**config.mk**
```make
export PLATFORM = sky130hd
export DESIGN_NAME = hazard_controller_flat
export DESIGN_NICKNAME = d
export VERILOG_FILES = /design/src/rtl/hazard_controller_pkg.sv /design/src/rtl/hazard_controller_if.sv /design/src/rtl/hazard_controller_sat_counter16.sv /design/src/rtl/hazard_controller.sv /design/src/flat_wrapper.sv
export SDC_FILE = /design/constraint.sdc
export NUM_CORES = 1
export LEC_CHECK = 0
export ABC_CLOCK_PERIOD_IN_PS = 3600
export CAP_MARGIN = 40
export CORE_AREA = 10 10 93 95
export DETAILED_ROUTE_END_ITERATION = 8
export DIE_AREA = 0 0 103 105
export GPL_TIMING_DRIVEN = 1
export PLACE_DENSITY = 0.59
export SYNTH_ARGS = -nofsm -noshare
export SYNTH_HDL_FRONTEND = slang
export SYNTH_HIERARCHICAL = 1
export SYNTH_SLANG_ARGS = --single-unit
```
**constraint.sdc**
```tcl
create_clock -name clock -period 3.6 [get_ports clock]
set_input_delay 0.72 -clock clock [delete_from_list [all_inputs] [get_ports clock]]
set_output_delay 0.72 -clock clock [all_outputs]
set_load 0.05 [all_outputs]
```
**src/rtl/hazard_controller_pkg.sv**
```systemverilog
// pipeline_pkg: shared types and constants for the pipeline control unit.
// Contents: state_t (RUN, LOAD_STALL, FLUSH), REG_ADDR_W, PC_WIDTH_DEF, ZERO_REG.
package pipeline_pkg;
    typedef enum logic [1:0] {RUN, LOAD_STALL, FLUSH} state_t;
    localparam int REG_ADDR_W = 5;
    localparam int PC_WIDTH_DEF = 11;
    localparam logic [REG_ADDR_W-1:0] ZERO_REG = 5'd0;
endpackage

```
**src/rtl/hazard_controller_if.sv**
```systemverilog
// hazard_controller_if: pipeline <-> hazard controller signal bundle.
// ID/EX/MEM status flows pipeline -> controller.
// PC, IF/ID and ID/EX controls plus the statistics counters flow back to the pipeline.
// Modport master: the controller. Modport slave: the pipeline.
interface hazard_controller_if
    import pipeline_pkg::*;
#(
    parameter int PC_WIDTH = PC_WIDTH_DEF
);
    logic [REG_ADDR_W-1:0] id_rs;
    logic [REG_ADDR_W-1:0] id_rt;
    logic                  id_uses_rs;
    logic                  id_uses_rt;
    logic                  id_branch_taken;
    logic [PC_WIDTH-1:0]   id_branch_target;
    logic                  ex_mem_read;
    logic [REG_ADDR_W-1:0] ex_dest;
    logic                  mem_busy;
    logic                  pc_write;
    logic                  pc_src;
    logic [PC_WIDTH-1:0]   pc_target;
    logic                  if_id_write;
    logic                  if_id_flush;
    logic                  id_ex_write;
    logic                  id_ex_bubble;
    logic [15:0]           stall_count;
    logic [15:0]           flush_count;

    modport master (
        input  id_rs, id_rt, id_uses_rs, id_uses_rt, id_branch_taken, id_branch_target,
               ex_mem_read, ex_dest, mem_busy,
        output pc_write, pc_src, pc_target, if_id_write, if_id_flush, id_ex_write,
               id_ex_bubble, stall_count, flush_count
    );

    modport slave (
        output id_rs, id_rt, id_uses_rs, id_uses_rt, id_branch_taken, id_branch_target,
               ex_mem_read, ex_dest, mem_busy,
        input  pc_write, pc_src, pc_target, if_id_write, if_id_flush, id_ex_write,
               id_ex_bubble, stall_count, flush_count
    );
endinterface

```
**src/rtl/hazard_controller_sat_counter16.sv**
```systemverilog
// sat_counter16: 16-bit event counter that sticks at all-ones.
// Ports: clock, reset (sync, active-high), inc (count enable), count (current value).
module sat_counter16 (
    input  logic        clock,
    input  logic        reset,
    input  logic        inc,
    output logic [15:0] count
);
    always_ff @(posedge clock)
        if (reset)
            count <= '0;
        else if (inc && count != 16'hFFFF)
            count <= count + 16'd1;
endmodule

```
**src/rtl/hazard_controller.sv**
```systemverilog
// hazard_controller: load-use stall, branch flush and memory-wait freeze control.
// Ports:
// - clock, reset: sync, active-high.
// - bus (master modport): ID/EX/MEM status in.
// - bus: PC/IF-ID/ID-EX controls and saturating stall/flush counters out.
module hazard_controller
    import pipeline_pkg::*;
#(
    parameter int FLUSH_CYCLES = 1,
    parameter int PC_WIDTH     = PC_WIDTH_DEF
)(
    input  logic                 clock,
    input  logic                 reset,
    hazard_controller_if.master  bus
);
    state_t     state, nxt;
    logic [2:0] cnt, cnt_n;
    logic       hz;

    // A load in EX feeding a register actually read in ID.
    // LOAD_STALL masks it because the load has advanced by then.
    assign hz = bus.ex_mem_read && bus.ex_dest != ZERO_REG && state != LOAD_STALL &&
                ((bus.id_uses_rs && bus.id_rs == bus.ex_dest) ||
                 (bus.id_uses_rt && bus.id_rt == bus.ex_dest));

    always_ff @(posedge clock)
        if (reset) begin
            state <= RUN;
            cnt   <= '0;
        end else begin
            state <= nxt;
            cnt   <= cnt_n;
        end

    always_comb begin
        nxt              = state;
        cnt_n            = cnt;
        bus.pc_write     = 1'b1;
        bus.pc_src       = 1'b0;
        bus.pc_target    = '0;
        bus.if_id_write  = 1'b1;
        bus.if_id_flush  = 1'b0;
        bus.id_ex_write  = 1'b1;
        bus.id_ex_bubble = 1'b0;
        if (bus.mem_busy) begin
            bus.pc_write    = 1'b0;
            bus.if_id_write = 1'b0;
            bus.id_ex_write = 1'b0;
        end else if (hz) begin
            bus.pc_write     = 1'b0;
            bus.if_id_write  = 1'b0;
            bus.id_ex_bubble = 1'b1;
            bus.if_id_flush  = state == FLUSH;
            nxt              = state == FLUSH ? FLUSH : LOAD_STALL;
        end else if (state == FLUSH) begin
            // The branch cycle is the first flush cycle, so FLUSH itself lasts FLUSH_CYCLES-1 cycles.
            bus.if_id_flush = 1'b1;
            cnt_n           = cnt - 3'd1;
            nxt             = cnt <= 3'd1 ? RUN : FLUSH;
        end else if (bus.id_branch_taken) begin
            bus.pc_src      = 1'b1;
            bus.pc_target   = bus.id_branch_target;
            bus.if_id_flush = 1'b1;
            cnt_n           = 3'(FLUSH_CYCLES - 1);
            nxt             = FLUSH_CYCLES == 1 ? RUN : FLUSH;
        end else begin
            nxt = RUN;
        end
    end

    sat_counter16 u_stall_cnt (
        .clock (clock),
        .reset (reset),
        .inc   (!bus.pc_write),
        .count (bus.stall_count)
    );

    sat_counter16 u_flush_cnt (
        .clock (clock),
        .reset (reset),
        .inc   (bus.pc_src),
        .count (bus.flush_count)
    );
endmodule

```
**src/flat_wrapper.sv**
```systemverilog
// flat-port wrapper written by rule: the top's interface ports become plain ports
module hazard_controller_flat import pipeline_pkg::*;
#(
    parameter int FLUSH_CYCLES = 1,
    parameter int PC_WIDTH     = PC_WIDTH_DEF
)
  (clock, reset, bus_id_rs, bus_id_rt, bus_id_uses_rs, bus_id_uses_rt, bus_id_branch_taken, bus_id_branch_target, bus_ex_mem_read, bus_ex_dest, bus_mem_busy, bus_pc_write, bus_pc_src, bus_pc_target, bus_if_id_write, bus_if_id_flush, bus_id_ex_write, bus_id_ex_bubble, bus_stall_count, bus_flush_count);
  hazard_controller_if #(.PC_WIDTH(PC_WIDTH)) bus_i ();
  input  logic clock;
  input  logic reset;
  input wire logic [$bits(bus_i.id_rs)-1:0] bus_id_rs;
  input wire logic [$bits(bus_i.id_rt)-1:0] bus_id_rt;
  input wire logic [$bits(bus_i.id_uses_rs)-1:0] bus_id_uses_rs;
  input wire logic [$bits(bus_i.id_uses_rt)-1:0] bus_id_uses_rt;
  input wire logic [$bits(bus_i.id_branch_taken)-1:0] bus_id_branch_taken;
  input wire logic [$bits(bus_i.id_branch_target)-1:0] bus_id_branch_target;
  input wire logic [$bits(bus_i.ex_mem_read)-1:0] bus_ex_mem_read;
  input wire logic [$bits(bus_i.ex_dest)-1:0] bus_ex_dest;
  input wire logic [$bits(bus_i.mem_busy)-1:0] bus_mem_busy;
  output wire logic [$bits(bus_i.pc_write)-1:0] bus_pc_write;
  output wire logic [$bits(bus_i.pc_src)-1:0] bus_pc_src;
  output wire logic [$bits(bus_i.pc_target)-1:0] bus_pc_target;
  output wire logic [$bits(bus_i.if_id_write)-1:0] bus_if_id_write;
  output wire logic [$bits(bus_i.if_id_flush)-1:0] bus_if_id_flush;
  output wire logic [$bits(bus_i.id_ex_write)-1:0] bus_id_ex_write;
  output wire logic [$bits(bus_i.id_ex_bubble)-1:0] bus_id_ex_bubble;
  output wire logic [$bits(bus_i.stall_count)-1:0] bus_stall_count;
  output wire logic [$bits(bus_i.flush_count)-1:0] bus_flush_count;
  assign bus_i.id_rs = bus_id_rs;
  assign bus_i.id_rt = bus_id_rt;
  assign bus_i.id_uses_rs = bus_id_uses_rs;
  assign bus_i.id_uses_rt = bus_id_uses_rt;
  assign bus_i.id_branch_taken = bus_id_branch_taken;
  assign bus_i.id_branch_target = bus_id_branch_target;
  assign bus_i.ex_mem_read = bus_ex_mem_read;
  assign bus_i.ex_dest = bus_ex_dest;
  assign bus_i.mem_busy = bus_mem_busy;
  assign bus_pc_write = bus_i.pc_write;
  assign bus_pc_src = bus_i.pc_src;
  assign bus_pc_target = bus_i.pc_target;
  assign bus_if_id_write = bus_i.if_id_write;
  assign bus_if_id_flush = bus_i.if_id_flush;
  assign bus_id_ex_write = bus_i.id_ex_write;
  assign bus_id_ex_bubble = bus_i.id_ex_bubble;
  assign bus_stall_count = bus_i.stall_count;
  assign bus_flush_count = bus_i.flush_count;
  hazard_controller #(.FLUSH_CYCLES(FLUSH_CYCLES), .PC_WIDTH(PC_WIDTH)) u_core (.clock(clock), .reset(reset), .bus(bus_i));
endmodule
```
==> flow_metrics.env <==
export IMPL_clockRootBuffer="clkbuf_8"
export IMPL_timing_critical_path_buf_inv=3
export IMPL_required_ns=2.88
export IMPL_setup_viol=0
export IMPL_drt_total_wl_um=6680
export IMPL_power_density_mw_per_mm2=265
export IMPL_hold_class="flop to flop"
export IMPL_clkPwrFrac=0.349
export IMPL_syn_instance_count=268
export IMPL_drtIter0Drc=68
export IMPL_cp_slowest_cell="or4_1"
export IMPL_fin_crit_ns=3.48
export IMPL_end_kind="primary output"
export IMPL_ys_seq_elements=37
export IMPL_rsz0062_at_grt="false"
export IMPL_htree_levels=2
export IMPL_start_kind="primary input"
export IMPL_dp_hpwl_um=5230
export IMPL_switching_share=0.262
export IMPL_place_port_buffers=81
export IMPL_die_h_um=105
export IMPL_grt_start_max_net_pins=20
export IMPL_grt_ovfl_total=0
export IMPL_n_fill_cell=655
export IMPL_grt_usage=0.118
export IMPL_regArea_um2=741
export IMPL_synth_yosys_seq_area_share=0.331
export IMPL_status="finished, final reports clean"
export IMPL_synth_most_common_cell="dfxtp_1"
export IMPL_final_cell_count_no_fill=440
export IMPL_multiInputGateArea_mm2=0.00140
export IMPL_ant_nets=0
export IMPL_antenna_found_initial=0
export IMPL_synthArstFlopShare=0
export IMPL_setup_tns_ns=0
export IMPL_slew_viol_final=0
export IMPL_yosys_top_cells_count="37 x dfxtp_1, 21 x a21oi_1, 16 x nand2_1, 16 x nor2_1, 15 x or4_1"
export IMPL_worst_pin_slew_ns=0.829
export IMPL_seq_power_share=0.452
export IMPL_cts_resized=0
export IMPL_drc=0
export IMPL_drt_pass1_iterations=4
export IMPL_fin_skew_ns=0.00512
export IMPL_diodes=0
export IMPL_place_ws_ns=0.0814
export IMPL_layout_setup_ws_ns=0.119
export IMPL_cts_tree="yes"
export IMPL_clk_path_buf_depth=2
export IMPL_crit_family="buffers and inverters"
export IMPL_p_comb_frac=0.199
export IMPL_cap_violations=0
export IMPL_synth_net_count=305
export IMPL_area_growth_pct=55.4
export IMPL_postCtsSetupRepairBufs=0
export IMPL_fmax_mhz=287
export IMPL_critPathKind="primary input to primary output"
export IMPL_post_route_period_util=0.967
export IMPL_cp_max_fo=19
export IMPL_max_stage_delay_ns=0.54
export IMPL_cts_sinks=37
export IMPL_cts_hold_buf=0
export IMPL_grt_pass1_wl_um=10800
export IMPL_power_switching_mw=0.242
export IMPL_ys_flop_type="dfxtp_1"
export IMPL_ys_warn_count=6
export IMPL_p_int_mw=0.681
export IMPL_wl_per_cell_um=15.2
export IMPL_design_die_area_mm2=0.0108
export IMPL_worstSkewPairLatency_ns=0.29
export IMPL_grt_pass1_vias=2234
export IMPL_synth_edf_count=0
export IMPL_core_mm2=0.00676
export IMPL_clk_pin_slew_worst_paths_ns=0.07
export IMPL_synth_distinct_cells=41
export IMPL_dp_cells=432
export IMPL_path_cells="clkdlybuf4s50_1, or4_1, o221a_4, a211oi_2, buf_12, and2_1, buf_12"
export IMPL_start_util=0.332
export IMPL_relSlewSlack=0.444
export IMPL_cts_buffers=5
export IMPL_hold_viol=0
export IMPL_vias=2326
export IMPL_peakVddDrop_mv=0.170
export IMPL_syn_area_mm2=0.00224
export IMPL_synth_area_leader_cell="dfxtp_1"
export IMPL_critical_path_arrival_ns=2.76
export IMPL_fp_dieW_um=103
export IMPL_drive_above_1_share=0.133
export IMPL_yosys_top_cells_area="dfxtp_1 33%, xnor2_1 5.5%, or4_1 5.0%, a21oi_1 4.7%, o31ai_1 4.0%"
export IMPL_path_common_cell="buf_12"
export IMPL_nNetsFinal=396
export IMPL_num_rows=30
export IMPL_p_leak_nw=1.20
export IMPL_ios=82
export IMPL_viasPerCell=5.29
export IMPL_synth_top_area_share=0.331
export IMPL_gp_congestion=0.789
export IMPL_synth_avg_cell_area_um2=8.36
-- per-stage QoR --
stage | hold WS (ns) | util | total power, mW | instance area (µm²)
floorplan | 0.449 | - | 0.509 | 2240
global placement | 0.465 | 0.498 | 0.608 | 3370
detailed placement | 0.482 | 0.501 | 0.611 | 3380
CTS | 0.493 | 0.516 | 0.932 | 3480
global route | 0.513 | 0.516 | 0.956 | 3480
finish | 0.485 | 0.516 | 0.923 | 3480
-- kinds of logic after synthesis --
| family | count (synthesis) | share of synthesized area |
|---|---|---|
| fa+ha+maj | 4 | 0.0223 |
| xor+xnor | 14 | 0.0547 |
| buf+inv | 23 | 0.0430 |
| simple gates | 127 | 0.352 |
| flops | 37 | 0.331 |
| compound gates | 59 | 0.178 |
| mux | 4 | 0.0190 |
-- final timing paths --
kind,startpoint,to,slack (ns),depth (start not counted)
min,u_core/state[0]$_SDFFE_PP0N_,u_core/state[1]$_SDFFE_PP0N_,0.49,1
max reg2reg,u_core/state[0]$_SDFFE_PP0N_,u_core/u_flush_cnt/count[11]$_SDFFE_PP0P_,1.35,7
max,bus_ex_dest[1],bus_pc_target[5],0.12,7
min reg2reg,u_core/state[0]$_SDFFE_PP0N_,u_core/state[1]$_SDFFE_PP0N_,0.49,1
-- layer usage --
metal,up-vias,GRT usage,wire [µm]
met5,-,0,0
met4,0,0.0239,34
met3,5,0.0375,414
met2,52,0.202,3300
met1,1076,0.140,2930
li1,1193,-,-
-- cell usage in the layout (no fill, tap or decap), types with 3 or more instances in the layout --
cell type,count
nand2_1,16
nor2b_1,4
inv_1,13
nor4_1,4
o21ai_0,9
nor2_1,16
buf_12,17
nand3_1,12
clkbuf_8,7
nor3_1,11
o2bb2ai_1,4
ha_1,4
dfxtp_1,37
or3_1,7
clkdlybuf4s50_1,65
and2_1,11
nand4_1,8
nand2b_1,4
o31ai_1,12
or4_1,15
and4_1,6
and3_1,3
a21oi_1,21
xnor2_1,14
buf_4,11
-- power groups by stage --
stage               Clock, mW  Combinational (mW)  Sequential, mW
floorplan                   0              0.0728           0.436
global placement            0               0.182           0.426
detailed placement          0               0.185           0.426
CTS                     0.330               0.185           0.417
global route            0.345               0.194           0.417
finish                  0.322               0.184           0.417
-- layout make-up --
type / instances / area share
inverter: 13 / 0.0140
multi-input combinational: 208 / 0.403
clock inverter: 1 / 0.00144
clock buffer: 7 / 0.0277
timing repair buffer: 94 / 0.312
sequential: 37 / 0.213
tap: 80 / 0.0287
-- state kept, by name, indices dropped and copies added, names as in the netlist --
| register | flops |
|---|---|
| u_core/u_flush_cnt/count | 16 |
| u_core/u_stall_cnt/count | 16 |
| u_core/state | 2 |
| u_core/cnt | 3 |
Note: power is estimated with default switching activity, not from simulation.
